**src/rtl/stopwatch_pkg.sv**
```systemverilog
// Shared types and constants for the stopwatch control slice.
// Latency: n/a (declarations only).
// Backpressure: n/a.
package stopwatch_pkg;

  // One-hot control states; the encoding is visible on fsm_state.
  typedef enum logic [4:0] {
    IDLE    = 5'b00001,
    RUN_ONE = 5'b00010,
    RUN_TEN = 5'b00100,
    PAUSED  = 5'b01000,
    CLEAR   = 5'b10000
  } state_t;

  // Full-scale values of the two-digit BCD counter.
  localparam logic [7:0] BCD_MAX  = 8'h99;
  localparam logic [3:0] TENS_MAX = 4'h9;

  // Defaults sized for a 10 MHz core clock.
  localparam int DEF_TICK_CYCLES     = 10_000_000;
  localparam int DEF_DEBOUNCE_CYCLES = 100_000;

endpackage

```
**src/rtl/button_debounce.sv**
```systemverilog
// Synchronises one raw button, debounces it and emits a one-cycle press pulse on an accepted rise.
// Latency: raw edge to press pulse is 2 + DEBOUNCE_CYCLES cycles.
// Backpressure: none; the pulse is lost if the consumer ignores it.
module button_debounce
  import stopwatch_pkg::*;
#(
  parameter int DEBOUNCE_CYCLES = DEF_DEBOUNCE_CYCLES
) (
  input  logic clk,
  input  logic rst,
  input  logic btn_raw,
  output logic press
);

  localparam int CW = $clog2(DEBOUNCE_CYCLES + 1);

  logic          sync_q1;
  logic          sync_q2;
  logic          level;
  logic [CW-1:0] cnt;

  // Two-flop synchroniser for the asynchronous button input.
  always_ff @(posedge clk) begin
    if (rst) begin
      sync_q1 <= 1'b0;
      sync_q2 <= 1'b0;
    end else begin
      sync_q1 <= btn_raw;
      sync_q2 <= sync_q1;
    end
  end

  // Accept a new level only after it has been seen DEBOUNCE_CYCLES samples in a row;
  // any disagreeing sample restarts the count. Only accepted rises produce a pulse.
  always_ff @(posedge clk) begin
    if (rst) begin
      level <= 1'b0;
      cnt   <= '0;
      press <= 1'b0;
    end else begin
      press <= 1'b0;
      if (sync_q2 == level) begin
        cnt <= '0;
      end else if (cnt == CW'(DEBOUNCE_CYCLES - 1)) begin
        level <= sync_q2;
        cnt   <= '0;
        press <= sync_q2;
      end else begin
        cnt <= cnt + CW'(1);
      end
    end
  end

endmodule

```
**src/rtl/stopwatch_ctrl.sv**
```systemverilog
// Run/pause/clear control for the two-digit BCD stopwatch: button conditioning, prescaler, strobes.
// Latency: press pulse to state change 1 cycle; strobes are combinational from registered state.
// Backpressure: none; strobes are fire-and-forget, the datapath must accept every one.
module stopwatch_ctrl
  import stopwatch_pkg::*;
#(
  parameter int TICK_CYCLES     = DEF_TICK_CYCLES,
  parameter int DEBOUNCE_CYCLES = DEF_DEBOUNCE_CYCLES,
  parameter int STOP_AT_MAX     = 1
) (
  input  logic       clk,
  input  logic       rst,
  input  logic       one_button,
  input  logic       ten_button,
  input  logic       pause_button,
  input  logic       clear_button,
  input  logic [7:0] bcd_num,
  output logic       inc_one,
  output logic       inc_ten,
  output logic       clear_count,
  output logic       at_max,
  output logic [4:0] fsm_state
);

  localparam int PW = $clog2(TICK_CYCLES + 1);

  logic          one_press;
  logic          ten_press;
  logic          pause_press;
  logic          clear_press;
  state_t        state;
  state_t        state_nxt;
  state_t        last_mode;
  state_t        last_mode_nxt;
  logic          at_max_nxt;
  logic [PW-1:0] presc;
  logic          running;
  logic          tick;
  logic          full;
  logic          stop_hit;
  logic          inc_one_c;
  logic          inc_ten_c;
  logic          clear_c;

  button_debounce #(.DEBOUNCE_CYCLES(DEBOUNCE_CYCLES)) u_db_one (
    .clk(clk), .rst(rst), .btn_raw(one_button), .press(one_press)
  );
  button_debounce #(.DEBOUNCE_CYCLES(DEBOUNCE_CYCLES)) u_db_ten (
    .clk(clk), .rst(rst), .btn_raw(ten_button), .press(ten_press)
  );
  button_debounce #(.DEBOUNCE_CYCLES(DEBOUNCE_CYCLES)) u_db_pause (
    .clk(clk), .rst(rst), .btn_raw(pause_button), .press(pause_press)
  );
  button_debounce #(.DEBOUNCE_CYCLES(DEBOUNCE_CYCLES)) u_db_clear (
    .clk(clk), .rst(rst), .btn_raw(clear_button), .press(clear_press)
  );

  assign running  = (state == RUN_ONE) || (state == RUN_TEN);
  assign tick     = running && (presc == PW'(TICK_CYCLES - 1));
  assign full     = (state == RUN_ONE) ? (bcd_num == BCD_MAX) : (bcd_num[7:4] == TENS_MAX);
  assign stop_hit = tick && (STOP_AT_MAX != 0) && full;

  // Prescaler only advances while running, so a pause keeps the partial second.
  always_ff @(posedge clk) begin
    if (rst) begin
      presc <= '0;
    end else if (state == CLEAR) begin
      presc <= '0;
    end else if (running) begin
      presc <= tick ? '0 : presc + PW'(1);
    end
  end

  // State, resume target and full-scale flag registers.
  always_ff @(posedge clk) begin
    if (rst) begin
      state     <= IDLE;
      last_mode <= RUN_ONE;
      at_max    <= 1'b0;
    end else begin
      state     <= state_nxt;
      last_mode <= last_mode_nxt;
      at_max    <= at_max_nxt;
    end
  end

  // Next state and strobes; press priority is clear > pause > one > ten.
  always_comb begin
    state_nxt     = state;
    last_mode_nxt = last_mode;
    at_max_nxt    = at_max;
    inc_one_c     = 1'b0;
    inc_ten_c     = 1'b0;
    clear_c       = 1'b0;
    unique case (state)
      IDLE: begin
        if (clear_press)    state_nxt = CLEAR;
        else if (one_press) state_nxt = RUN_ONE;
        else if (ten_press) state_nxt = RUN_TEN;
      end
      RUN_ONE, RUN_TEN: begin
        if (clear_press) begin
          state_nxt = CLEAR;
        end else if (stop_hit) begin
          // Full scale: swallow the strobe and park, only clear can leave.
          at_max_nxt    = 1'b1;
          last_mode_nxt = state;
          state_nxt     = PAUSED;
        end else begin
          // Strobe follows the registered mode even if the mode changes this cycle.
          if (tick) begin
            if (state == RUN_ONE) inc_one_c = 1'b1;
            else                  inc_ten_c = 1'b1;
          end
          if (pause_press) begin
            last_mode_nxt = state;
            state_nxt     = PAUSED;
          end else if (one_press) begin
            state_nxt = RUN_ONE;
          end else if (ten_press) begin
            state_nxt = RUN_TEN;
          end
        end
      end
      PAUSED: begin
        if (clear_press)                state_nxt = CLEAR;
        else if (at_max)                state_nxt = PAUSED;
        else if (pause_press)           state_nxt = last_mode;
        else if (one_press)             state_nxt = RUN_ONE;
        else if (ten_press)             state_nxt = RUN_TEN;
      end
      CLEAR: begin
        clear_c       = 1'b1;
        at_max_nxt    = 1'b0;
        last_mode_nxt = RUN_ONE;
        state_nxt     = IDLE;
      end
      default: begin
        state_nxt = IDLE;
      end
    endcase
  end

  // Strobes are held off while reset is asserted.
  assign inc_one     = inc_one_c & ~rst;
  assign inc_ten     = inc_ten_c & ~rst;
  assign clear_count = clear_c & ~rst;
  assign fsm_state   = state;

endmodule

```
**config.mk**
```make
export PLATFORM = sky130hd
export DESIGN_NAME = stopwatch_ctrl
export DESIGN_NICKNAME = d
export VERILOG_FILES = /design/src/rtl/stopwatch_pkg.sv /design/src/rtl/button_debounce.sv /design/src/rtl/stopwatch_ctrl.sv
export SDC_FILE = /design/constraint.sdc
export NUM_CORES = 1
export LEC_CHECK = 0
export CAP_MARGIN = 20
export CORE_UTILIZATION = 41
export CTS_CLUSTER_SIZE = 12
export DETAILED_ROUTE_END_ITERATION = 16
export PLACE_DENSITY = 0.62
export SETUP_SLACK_MARGIN = 0.15
export SLEW_MARGIN = 20
export SYNTH_ARGS = -nofsm -noshare
export SYNTH_HDL_FRONTEND = slang
export SYNTH_SLANG_ARGS = --single-unit
export TNS_END_PERCENT = 10
```
**constraint.sdc**
```tcl
create_clock -name clk -period 2.9 [get_ports clk]
set_clock_uncertainty 0.1 [all_clocks]
set_input_delay 0.58 -clock clk [delete_from_list [all_inputs] [get_ports clk]]
set_output_delay 0.58 -clock clk [all_outputs]
set_load 0.02 [all_outputs]
```
### Yosys cells after proc, flatten, opt, wreduce, memory -nomap -nowiden

Index checks and enable logic that the tools add are counted.

* flip-flop bits (word level): 119
* input port bits: 14
* output and inout bits: 9
* logic and storage cells: 110

* add/subtract/negate cells: 5
* eq/ne operators: 19
* muxes and demuxes: 30
* bitwise gates (word level): 12
* reductions and logical operators: 20

Operators by type and width (number)
* adder 17 x 1 -> 17 bit (second input constant): 4
* equality test 17 bit (second input constant): 4
* 2-to-1 mux 5 bit: 12
* adder 24 x 1 -> 24 bit (second input constant): 1
* equality test 24 bit (second input constant): 1
* 2-to-1 mux 24 bit: 1
* OR reduction 3 bit: 8
* one-hot mux 5 bit (3 select lines): 1
* 2-to-1 mux 1 bit: 14
* one-hot mux 5 bit (2 select lines): 1
* NOT 1 bit: 9
* equality test 8 bit (second input constant): 1
* AND reduction 2 bit: 4
* AND reduction 3 bit: 2
* equality test 5 x 1 -> 1 bit (second input constant): 1
* equality test 5 x 2 -> 1 bit (second input constant): 1
* equality test 5 x 3 -> 1 bit (second input constant): 1
* equality test 5 x 4 -> 1 bit (second input constant): 1
* equality test 5 bit (second input constant): 1
* equality test 1 bit: 4
* equality test 4 bit (second input constant): 1
* inequality test 2 bit (second input constant): 2
* OR reduction 2 bit: 2
* AND 1 bit: 3
* other kinds (5): 6

### Logic depth before layout (Yosys ltp)

* depth in word-level cells: 8
* depth in mapped cells: 8
* depth with buffers taken out: 7

### Modules after synthesis

A second synthesis with hierarchy kept.

* cells, all modules: 597
* area, all modules: 5566.6 µm²

Modules (own cells, without submodules)
* button_debounce: instances 4, cells each 93, area an instance 923.4 µm², sequential area each 420.4 µm²
* stopwatch_ctrl: instances 1, cells each 225, area an instance 1873.0 µm², sequential area each 700.7 µm²

### Least setup slack after synthesis

Ideal clock, no wire load.

* path type: reg-to-output
* start: register state[0], in the netlist fsm_state[0]
* end: output inc_one
* arrival time: 2.367 ns
* required time: 2.220 ns
* path slack: -0.147 ns
* cell stages (with the launch flop): 7
* path buffers: 0
* cells stage by stage: dfxtp_1 -> nor4b_4 -> nand4_4 -> nor2_1 -> or4b_4 -> or4_4 -> nor3_2

* cells in the longest elaborated chain, start to end: 8
* elaborated cells between the ends (all ways): 13
* classes of those cells: eq/ne (2); mux (6); bitwise (1); reduce/logical (4)

RTL lines
* start: declaration: RTL line stopwatch_ctrl.sv:31 `state_t state;`
* start signal: assignment: RTL line stopwatch_ctrl.sv:81 `state <= state_nxt;`
* equality test 5 x 2 -> 1 bit / equality test 5 x 3 -> 1 bit (equally long branches)
* logical OR 1 bit: RTL line stopwatch_ctrl.sv:58 `assign running = (state == RUN_ONE) || (state == RUN_TEN);`
* logical AND 1 bit: RTL line stopwatch_ctrl.sv:59 `assign tick = running && (presc == PW'(TICK_CYCLES - 1));`
* 2-to-1 mux 1 bit / logical AND 1 bit (equally long branches): RTL line stopwatch_ctrl.sv:111, stopwatch_ctrl.sv:61
* 2-to-1 mux 1 bit: RTL line stopwatch_ctrl.sv:104 `end else if (stop_hit) begin`
* 2-to-1 mux 1 bit: RTL line stopwatch_ctrl.sv:102 `if (clear_press) begin`
* 2-to-1 mux 1 bit (*): RTL line stopwatch_ctrl.sv:95 `unique case (state)`
* AND 1 bit (*): RTL line stopwatch_ctrl.sv:145 `assign inc_one = inc_one_c & ~rst;`
* end: declaration: RTL line stopwatch_ctrl.sv:18 `output logic inc_one,`

Mark *: on every way between the ends. The rest lies on a longest branch, timed or not.

### Worst setup path after layout

* start: register presc[0]
* end: output inc_ten

* cells in the longest elaborated chain, start to end: 7
* elaborated cells between the ends (all ways): 8
* classes of those cells: eq/ne (1); mux (4); bitwise (1); reduce/logical (2)

RTL lines
* start: declaration: RTL line stopwatch_ctrl.sv:36 `logic [PW-1:0] presc;`
* start signal: assignment: RTL line stopwatch_ctrl.sv:70 `presc <= tick ? '0 : presc + PW'(1);`
* equality test 24 bit (*): RTL line stopwatch_ctrl.sv:59
* logical AND 1 bit (*): RTL line stopwatch_ctrl.sv:59
* 2-to-1 mux 1 bit / logical AND 1 bit (equally long branches): RTL line stopwatch_ctrl.sv:111, stopwatch_ctrl.sv:61
* 2-to-1 mux 1 bit (*): RTL line stopwatch_ctrl.sv:104
* 2-to-1 mux 1 bit (*): RTL line stopwatch_ctrl.sv:102
* 2-to-1 mux 1 bit (*): RTL line stopwatch_ctrl.sv:95
* AND 1 bit (*): RTL line stopwatch_ctrl.sv:146 `assign inc_ten = inc_ten_c & ~rst;`
* end: declaration: RTL line stopwatch_ctrl.sv:19 `output logic inc_ten,`

Marked as above.

==> run metrics <==
Mapped Cells 592; synthesized flop and latch total 119; CTS H-tree lvls 4; ant diodes 0; Worst Setup Slack, final -0.377 ns; average wire per standard cell 12.2 um; peak supply drop 0.388 mV; GRT overflow 0; post-synth top area cell dfxtp_1; filler instances 1126; placed cell area 0.00588 sq mm; Setup TNS Final -0.744 ns; Final Hold Fails 0; Total Wirelength 10300 um; most frequent cell after synthesis nor2_1; dpl hpwl 7290 um; leakage 2.29 nW; Root Driver clkbuf_16; Syn Area/Cell 8.72 sq um; Setup crit start kind register; # hold bufs at CTS 0; Routed Antenna Nets 0; ys async rst share 0%; share of cells above drive strength 1 14.8%; Die W 114 um; Synthesized Nets 611; Max Buffers Root-to-Sink 2; unrepaired setup endpoints after global routing yes; Main synth FF type dfxtp_1; GP Congestion 0.833; CTS clock-pin slew for the worst setup and hold paths 0.05 ns; worst hold path type reg -> reg; Final Cell Area 0.00647 sq mm; final number of setup-violating endpoints 2; fin crit share 113%; Netlist Area Pre-Place 0.00516 sq mm; total CTS buffers 17; share of the synthesized area in the top cell type 46.1%; Row Count 40; All-Layer GR Usage 17.5%; global-route wire length before repair 17900 um; Worst Path Required 2.22 ns; Synth Warn # 0; Synth area leaders dfxtp_1, nor2_1, xor2_1, xnor2_1, nand3_1; Crit path arrival time 2.60 ns; fmax 305 MHz; failing checks setup timing; worst-path cell chain ha_1 > nor4b_4 > nand4_4 > nor2_1 > or4b_4 > or4_4 > nor3_4 > buf_6; Distinct cells, synth 44; EDFF count, synth 0; die area 0.0130 sq mm; via count 4179; Final #Nets 683; Max FO, Critical Path 2; vias in the first global route 3998; Die Height 114 um; Iter 0 DRT Violations 200; # DRC 0; PwrDens 564 mW/mm^2; max-cap violation count 0; Final Max Slew Viols 0; critical path class reg -> out; Post-synth top cells nor2_1, dfxtp_1, xor2_1; CTS tree built; P&R area growth vs syn 25.3%; core area 0.0122 sq mm; crit path max-delay cell type or4_4; largest net degree at the start of global routing 30; clock tree sinks 119; worst slew pin tran 0.583 ns; Initial Utilization 42.4%; Clk Latency, worst-skew pair 0.42 ns; PortBufs 22; I/O pin total 23; DRT Pass-1 Iters 5; final core occ 53.2%; Via-to-Cell Ratio 4.95; min Tclk post-route 3.28 ns; Worst path max stage delay 0.48 ns; Max transition margin 61.2%; antenna violations before repair 0; sequential fraction of the synthesis area 46.1%; Critical Path Sink Type primary output; Power Total 3.65 mW; status finished with violations
==> sequential cells by signal, indices dropped and copies added (netlist names), 5 cells and up <==
register        cells
u_db_one.cnt       17
u_db_ten.cnt       17
presc              24
u_db_clear.cnt     17
last_mode           5
fsm_state           5
u_db_pause.cnt     17
==> worst paths after layout <==
kind	cells past startpoint	to	startpoint	slack [ns]
worst max-delay path	8	inc_ten	presc[0]	-0.38
worst min-delay path	1	u_db_clear.sync_q2	u_db_clear.sync_q1	0.33
worst max register to register	9	last_mode[1]	fsm_state[0]	0.43
worst min register to register	1	u_db_clear.sync_q2	u_db_clear.sync_q1	0.33
==> timing repair <==
action / in CTS / in global routing
gates cloned: 0 / 0
resized for setup: 16 / 3
pin swaps: 3 / 0
setup endpoints to repair: 3 / 4
buffers inserted: 1 / 0
==> kinds of logic after synthesis <==
family	Yosys count	synth area share (%)
AO/OA/AOI/OAI	21	2.40
buffers and inverters	20	1.53
adder cells (fa/ha/maj)	5	1.21
flip-flops	119	46.1
AND/OR/NAND/NOR	336	33.0
XOR/XNOR	87	14.9
multiplexers	4	0.776
==> placed cells by master (no fill, tap or decap), drive strengths merged, types with 14 or more instances in the layout <==
cell and instances:
and3 14, xnor2 33, xor2 54, buf 45
nand4 19, clkbuf 26, nand3 47, dfxtp 119
nand2 43, nor2 136, nor3 16, clkdlybuf4s50 19
==> per-stage QoR <==
| stage | instances | hold slack [ns] | setup WS (ns) |
|---|---|---|---|
| final | 845 | 0.334 | -0.377 |
| after global routing | 845 | 0.353 | -0.540 |
| after CTS | 845 | 0.348 | -0.418 |
| after detailed placement | 812 | 0.338 | -0.550 |
| after global placement | 812 | 0.317 | -0.519 |
| after floorplan | 592 | 0.314 | -0.0768 |
==> worst max-delay path, delay by kind of cell (launching register included) <==
| family | cells | cell delay [ns] |
|---|---|---|
| adder cells (fa/ha/maj) | 1 | 0.14 |
| flip-flops | 1 | 0.32 |
| buffers and inverters | 1 | 0.14 |
| AND/OR/NAND/NOR | 6 | 1.58 |
==> per-layer routing <==
metal	part of all wire [%]	GRT usage, %	vias to the layer above	routed length (um)
li1	-	-	2157	-
met1	49	21.7	1937	5070
met2	45	27.6	65	4600
met3	4.0	5.45	20	416
met4	1.9	8.31	0	193
met5	0	0	-	0
==> layout make-up <==
| type | count | area [sq um] | share of cell area, % |
|---|---|---|---|
| clock buffer | 25 | 515 | 7.97 |
| tap | 168 | 210 | 3.25 |
| timing repair buffer | 65 | 541 | 8.36 |
| inverter | 8 | 30.0 | 0.464 |
| clock inverter | 7 | 42.5 | 0.658 |
| sequential | 119 | 2390 | 37.0 |
| multi-input combinational | 453 | 2740 | 42.3 |
==> report_power, final <==
group	switching (mW)	internal, mW
Sequential	0.00537	1.65
Combinational	0.0378	0.0350
Clock	0.708	1.22
Total	0.751	2.90
No activity file was read; power rests on OpenSTA's default activity.
